--- src/rtl/imem_loader_if.sv ---
// Byte-stream input and BRAM write port of the instruction-memory loader.
// The master side is the loader; the slave side is the byte source plus the BRAM.
interface imem_loader_if #(
  parameter int ADDR_W = 8
);
  logic [7:0]        rx_data;
  logic              rx_valid;
  logic              rx_ready;
  logic              bram_we;
  logic [ADDR_W-1:0] bram_addr;
  logic [31:0]       bram_din;

  modport master (
    input  rx_data,
    input  rx_valid,
    output rx_ready,
    output bram_we,
    output bram_addr,
    output bram_din
  );

  modport slave (
    output rx_data,
    output rx_valid,
    input  rx_ready,
    input  bram_we,
    input  bram_addr,
    input  bram_din
  );
endinterface

--- src/rtl/imem_loader.sv ---
// Boot loader: takes a length-prefixed byte stream, packs little-endian words into the
// instruction BRAM and holds the core in reset until a clean load. Option: IMEM_LOADER_CHECKSUM_EN.
module imem_loader #(
  parameter int ADDR_W = 8
) (
  input  logic          clk,
  input  logic          rst_n,
  input  logic          start_i,
  imem_loader_if.master bus,
  output logic          busy_o,
  output logic          done_o,
  output logic          err_o,
  output logic          cpu_rst_n_o
);

  typedef enum logic [2:0] {
    IDLE,
    LEN_LO,
    LEN_HI,
    DATA,
`ifdef IMEM_LOADER_CHECKSUM_EN
    CSUM,
`endif
    DONE
  } state_e;

  localparam logic [16:0] MAX_WORDS = 17'(1) << ADDR_W;

  state_e            state_q, state_d;
  logic [7:0]        len_lo_q, len_lo_d;
  logic [ADDR_W-1:0] len_m1_q, len_m1_d;
  logic [ADDR_W-1:0] word_cnt_q, word_cnt_d;
  logic [1:0]        byte_cnt_q, byte_cnt_d;
  logic [23:0]       asm_q, asm_d;
  logic              we_q, we_d;
  logic [ADDR_W-1:0] addr_q, addr_d;
  logic [31:0]       din_q, din_d;
  logic              busy_q, busy_d;
  logic              done_q, done_d;
  logic              err_q, err_d;
  logic              cpu_rst_n_q, cpu_rst_n_d;
`ifdef IMEM_LOADER_CHECKSUM_EN
  logic [7:0]        csum_q, csum_d;
`endif

  logic        accept;
  logic [15:0] len_w;

  // rx_ready is the registered busy flag, so a byte is taken whenever the FSM is loading.
  assign accept = bus.rx_valid && busy_q;
  assign len_w  = {bus.rx_data, len_lo_q};

  always_comb begin
    state_d     = state_q;
    len_lo_d    = len_lo_q;
    len_m1_d    = len_m1_q;
    word_cnt_d  = word_cnt_q;
    byte_cnt_d  = byte_cnt_q;
    asm_d       = asm_q;
    we_d        = 1'b0;
    addr_d      = addr_q;
    din_d       = din_q;
    done_d      = done_q;
    err_d       = err_q;
    cpu_rst_n_d = cpu_rst_n_q;
`ifdef IMEM_LOADER_CHECKSUM_EN
    csum_d      = csum_q;
`endif

    case (state_q)
      IDLE, DONE: begin
        if (start_i) begin
          state_d     = LEN_LO;
          done_d      = 1'b0;
          err_d       = 1'b0;
          cpu_rst_n_d = 1'b0;
          byte_cnt_d  = 2'd0;
          word_cnt_d  = '0;
`ifdef IMEM_LOADER_CHECKSUM_EN
          csum_d      = 8'd0;
`endif
        end
      end
      LEN_LO: begin
        if (accept) begin
          len_lo_d = bus.rx_data;
          state_d  = LEN_HI;
        end
      end
      LEN_HI: begin
        if (accept) begin
          if (len_w == 16'd0) begin
`ifdef IMEM_LOADER_CHECKSUM_EN
            state_d     = CSUM;
`else
            state_d     = DONE;
            done_d      = 1'b1;
            cpu_rst_n_d = 1'b1;
`endif
          end else if ({1'b0, len_w} > MAX_WORDS) begin
            // Image cannot fit: fail without touching the BRAM; core stays in reset.
            state_d = DONE;
            done_d  = 1'b1;
            err_d   = 1'b1;
          end else begin
            len_m1_d = ADDR_W'(len_w - 16'd1);
            state_d  = DATA;
          end
        end
      end
      DATA: begin
        if (accept) begin
`ifdef IMEM_LOADER_CHECKSUM_EN
          csum_d = csum_q ^ bus.rx_data;
`endif
          byte_cnt_d = byte_cnt_q + 2'd1;
          if (byte_cnt_q == 2'd3) begin
            we_d       = 1'b1;
            din_d      = {bus.rx_data, asm_q};
            addr_d     = word_cnt_q;
            word_cnt_d = word_cnt_q + ADDR_W'(1);
            if (word_cnt_q == len_m1_q) begin
`ifdef IMEM_LOADER_CHECKSUM_EN
              state_d     = CSUM;
`else
              state_d     = DONE;
              done_d      = 1'b1;
              cpu_rst_n_d = 1'b1;
`endif
            end
          end else begin
            // Shift right so byte 0 ends up in the lowest lane after three bytes.
            asm_d = {bus.rx_data, asm_q[23:8]};
          end
        end
      end
`ifdef IMEM_LOADER_CHECKSUM_EN
      CSUM: begin
        if (accept) begin
          state_d     = DONE;
          done_d      = 1'b1;
          err_d       = (bus.rx_data != csum_q);
          cpu_rst_n_d = (bus.rx_data == csum_q);
        end
      end
`endif
      default: state_d = IDLE;
    endcase

    busy_d = (state_d == LEN_LO) || (state_d == LEN_HI) || (state_d == DATA);
`ifdef IMEM_LOADER_CHECKSUM_EN
    if (state_d == CSUM) busy_d = 1'b1;
`endif
  end

  always_ff @(posedge clk or negedge rst_n) begin
    if (!rst_n) begin
      state_q     <= IDLE;
      len_lo_q    <= 8'd0;
      len_m1_q    <= '0;
      word_cnt_q  <= '0;
      byte_cnt_q  <= 2'd0;
      asm_q       <= 24'd0;
      we_q        <= 1'b0;
      addr_q      <= '0;
      din_q       <= 32'd0;
      busy_q      <= 1'b0;
      done_q      <= 1'b0;
      err_q       <= 1'b0;
      cpu_rst_n_q <= 1'b0;
`ifdef IMEM_LOADER_CHECKSUM_EN
      csum_q      <= 8'd0;
`endif
    end else begin
      state_q     <= state_d;
      len_lo_q    <= len_lo_d;
      len_m1_q    <= len_m1_d;
      word_cnt_q  <= word_cnt_d;
      byte_cnt_q  <= byte_cnt_d;
      asm_q       <= asm_d;
      we_q        <= we_d;
      addr_q      <= addr_d;
      din_q       <= din_d;
      busy_q      <= busy_d;
      done_q      <= done_d;
      err_q       <= err_d;
      cpu_rst_n_q <= cpu_rst_n_d;
`ifdef IMEM_LOADER_CHECKSUM_EN
      csum_q      <= csum_d;
`endif
    end
  end

  assign bus.rx_ready  = busy_q;
  assign bus.bram_we   = we_q;
  assign bus.bram_addr = addr_q;
  assign bus.bram_din  = din_q;
  assign busy_o        = busy_q;
  assign done_o        = done_q;
  assign err_o         = err_q;
  assign cpu_rst_n_o   = cpu_rst_n_q;

endmodule

--- src/flat_wrapper.sv ---
// flat-port wrapper written by rule: the top's interface ports become plain ports
module imem_loader_flat 
#(
  parameter int ADDR_W = 8
)
  (clk, rst_n, start_i, busy_o, done_o, err_o, cpu_rst_n_o, bus_rx_data, bus_rx_valid, bus_rx_ready, bus_bram_we, bus_bram_addr, bus_bram_din);
  imem_loader_if #(.ADDR_W(ADDR_W)) bus_i ();
  input  logic clk;
  input  logic rst_n;
  input  logic start_i;
  output logic busy_o;
  output logic done_o;
  output logic err_o;
  output logic cpu_rst_n_o;
  input wire logic [$bits(bus_i.rx_data)-1:0] bus_rx_data;
  input wire logic [$bits(bus_i.rx_valid)-1:0] bus_rx_valid;
  output wire logic [$bits(bus_i.rx_ready)-1:0] bus_rx_ready;
  output wire logic [$bits(bus_i.bram_we)-1:0] bus_bram_we;
  output wire logic [$bits(bus_i.bram_addr)-1:0] bus_bram_addr;
  output wire logic [$bits(bus_i.bram_din)-1:0] bus_bram_din;
  assign bus_i.rx_data = bus_rx_data;
  assign bus_i.rx_valid = bus_rx_valid;
  assign bus_rx_ready = bus_i.rx_ready;
  assign bus_bram_we = bus_i.bram_we;
  assign bus_bram_addr = bus_i.bram_addr;
  assign bus_bram_din = bus_i.bram_din;
  imem_loader #(.ADDR_W(ADDR_W)) u_core (.clk(clk), .rst_n(rst_n), .start_i(start_i), .bus(bus_i), .busy_o(busy_o), .done_o(done_o), .err_o(err_o), .cpu_rst_n_o(cpu_rst_n_o));
endmodule
--- config.mk ---
export PLATFORM = sky130hd
export DESIGN_NAME = imem_loader_flat
export DESIGN_NICKNAME = d
export VERILOG_FILES = /design/src/rtl/imem_loader_if.sv /design/src/rtl/imem_loader.sv /design/src/flat_wrapper.sv
export SDC_FILE = /design/constraint.sdc
export NUM_CORES = 1
export LEC_CHECK = 0
export BUFFER_PORTS_ARGS = -buffer_cell sky130_fd_sc_hd__buf_2
export CORE_MARGIN = 4
export CORE_UTILIZATION = 50
export DETAILED_ROUTE_END_ITERATION = 8
export HOLD_SLACK_MARGIN = 0.1
export PLACE_DENSITY = 0.73
export SYNTH_ARGS = -nofsm -noshare
export SYNTH_HDL_FRONTEND = slang
export SYNTH_SLANG_ARGS = --single-unit
--- constraint.sdc ---
create_clock -name clk -period 2.4 [get_ports clk]
set_clock_uncertainty 0.15 [all_clocks]
set_input_delay 0.36 -clock clk [delete_from_list [all_inputs] [get_ports clk]]
set_output_delay 0.36 -clock clk [all_outputs]
set_load 0.05 [all_outputs]
==> impl_metrics.yaml <==
run_status:
  status: "complete, no violations"
sta:
  hold_ws_ns: 0.1157
  worst_pin_slew_ns: 0.5936
  slew_headroom_pct: 60.06
  hold_violations: 0
  final-max-slew-violation-count: 0
  setup_viol: 0
  final.setup.worst_slack_ns: 0.07166
  setup_tns_ns: 0
  final.min_clock_period_ns: 2.328
  max_freq_mhz: 429.5
  finalCritPeriodShare_pct: 97.01
routing:
  drc: 0
  via_per_inst: 5.203
  dr.pass1.iters: 4
  drt-total-wl_um: 8416
  drtIter0Drc: 161
  wl_per_cell_um: 14.98
  routed-via-count: 2924
  postRouteAntennaNets: 0
synth:
  synthCells: 389
  synth_compound_area_share_pct: 3.341
  syn_area_um2: 4194
  synth_edf_count: 0
  yosysWarnings: 0
  synth-main-ff-cell: "dfrtp_1"
  synth_fa_ha_area_share_pct: 0.8950
  async_reset_ff_share_pct: 100.0
  synth_nets: 404
  synth-xor-area-share_pct: 2.924
  syn_avg_cell_area_um2: 10.78
  ys_ff_latch: 98
  ys_seq_area_share_pct: 58.47
  synth_top_family_by_area: "simple AND/OR/NAND/NOR gates"
  synth-simple-area-share_pct: 20.41
  synth_mux_area_share_pct: 11.43
  yosysUniqueCellTypes: 46
pwr:
  p_int_mw: 3.079
  fin_total_pwr_mw: 4.781
  cellPowerDensity_nw_per_um2: 976.9
  power_frac_seq_pct: 49.4
  p_leak_nw: 2.644
  peakVddDrop_mv: 0.5793
  power_switching_mw: 1.701
  swShare_pct: 35.59
  combPwrFrac_pct: 28.1
  clockPowerShare_pct: 22.5
critical_path:
  r2r-start: "u_core.len_lo_q[0]"
  slowest_stage: "or4b_4"
  path_max_fanout: 11
  worst_ep_arrival_time_ns: 2.43
  cp_cell_sequence: "inv_1, ha_2, or4b_4, nor3_4, nand4b_4, buf_12, mux2_2"
  r2r.worst_path.cells: 7
  crit_buf_inv: 2
  critPathCaptureType: "register"
  startpoint_type: "register"
  worstSetupPathDepth: 7
  cp_data_required_time_ns: 2.50
  cp-startpoint: "u_core.len_lo_q[0]"
  worstSetupPathType: "reg -> reg"
  crit_path_max_incr_delay_ns: 0.52
  cp_top_family: "simple AND/OR/NAND/NOR gates"
clock_network:
  numCtsBuffers: 9
  root_buffer: "clkbuf_8"
  cts_setup_buffers: 0
  cts.path.max_buffers: 2
  clkLatencyLatePin_ns: 0.36
  cts_sinks: 98
  tritoncts: "built"
  cts_max_level: 3
  cts.clk_slew.worst_paths_ns: 0.09
min_path:
  hp-class: "in -> reg"
  hold_path_depth: 3
  worstHoldStart: "bus_rx_data[7]"
floorplan:
  die-area_um2: 9917
  pin_count: 58
  die_y_um: 99.59
  start_util_pct: 51.30
  dieWidth_um: 99.59
  placeableCoreArea_um2: 8175
  row_count: 33
layout:
  fin_nets: 468
  areaGrowthSynthToFinish_pct: 16.68
  final_util_pct: 59.86
  multi_input_area_um2: 1659
  insertedDiodeCount: 0
  final_area_um2: 4893
  fin_cells: 562
  fillers: 697
  seqCellArea_um2: 2452
  mostFrequentLayoutCells: "138 x nand2_1, 98 x dfrtp_1, 56 x buf_2, 31 x mux2_2, 13 x xor2_1"
  drive_gt1_share_pct: 28.23
  layout_commonest_cell: "nand2_1"
placed_design:
  dp_hpwl_um: 5834
  place_ws_ns: 0.06993
  portBuffers: 57
  dp_cells: 542
  place.gp.congestion: 0.8058
  dpl-instance-area_um2: 4628
global_routing:
  grt_overflow: 0
  antenna_found_initial: 0
  grt_pass1_wl_um: 14320
  grt_max_degree: 65
  grt_usage_pct: 18.16
  grt_pass1_vias: 3016
run:
  drv_cap: 0
[per-layer routing]
layer / up-vias / wire length [µm] / GRT usage [%] / share of wire (%)
met5: - / 0 / 0 / 0
li1: 1414 / - / - / -
met1: 1455 / 3862 / 24.05 / 46
met3: 11 / 259 / 3.086 / 3.1
met2: 44 / 4160 / 29.49 / 49
met4: 0 / 133 / 8.088 / 1.6
[worst reg2reg max path: stages (launching register included)]
cell and delay, ns:
dfrtp_1 0.40, inv_1 0.11, ha_2 0.21, or4b_4 0.52
nor3_4 0.20, nand4b_4 0.17, buf_12 0.14, mux2_2 0.33
[power by group through the flow]
stage	registers [mW]	clock network [mW]	logic, mW
6_report	2.36	1.08	1.34
5_1_grt	2.43	1.17	1.47
4_1_cts	2.36	1.11	1.35
3_5_place_dp	2.39	0	1.34
3_3_place_gp	2.36	0	1.30
2_1_floorplan	2.54	0	0.809
[Yosys cell counts (all sizes together), types with 4 or more instances]
master  instances  area, µm²
clkbuf         10      38.78
xor2           13      113.9
nand3           7      35.03
nor2            9      33.78
nand2         138      518.0
buf             8      45.04
o21ai           9      48.80
dfrtp          98       2452
inv             5      18.77
nor3            6      40.04
nand4           5      31.28
nor4            4      25.02
mux2i           4      40.04
mux2           37      439.2
[worst paths after layout]
check / endpoint / slack (ns)
setup / recovery: u_core.len_m1_q[0] / 0.07
hold / removal: u_core.bus.bram_din[31] / 0.12
max in group asynchronous: u_core.state_q[0] / 1.08
setup reg to reg: u_core.len_m1_q[0] / 0.07
min in group asynchronous: u_core.bus.bram_din[1] / 0.33
hold reg to reg: u_core.bus.bram_addr[7] / 0.32
[registers in the layout, summed over array words and instances, names as in the netlist]
signal / count
u_core.bus.bram_din: 32
u_core.asm_q: 24
u_core.bus.bram_addr: 8
u_core.len_lo_q: 8
u_core.len_m1_q: 8
u_core.word_cnt_q: 8
u_core.state_q: 3
u_core.byte_cnt_q: 2
u_core.bus.bram_we: 1
u_core.bus.rx_ready: 1
u_core.cpu_rst_n_o: 1
u_core.done_o: 1
u_core.err_o: 1
[cell type report]
| cell class | count | area share [%] |
|---|---|---|
| Multi-Input combinational cell | 267 | 33.90 |
| Timing Repair Buffer | 71 | 8.796 |
| Sequential cell | 98 | 50.12 |
| Inverter | 6 | 0.4602 |
| Tap cell | 105 | 2.685 |
| Clock inverter | 6 | 1.509 |
| Clock buffer | 9 | 2.531 |
[kinds of logic after synthesis]
family | Yosys count
compound gates | 21
xor+xnor | 14
fa+ha+maj | 3
buf+inv | 24
flops | 98
mux | 41
simple gates | 188
[repair_timing]
| item | in CTS | in global routing |
|---|---|---|
| endpoints found under the setup margin | 0 | 3 |
| resized for setup | 0 | 3 |
| endpoints found under the hold margin | 38 | 0 |
| hold buffers | 5 | 0 |
(Power assumes the default switching activity.)
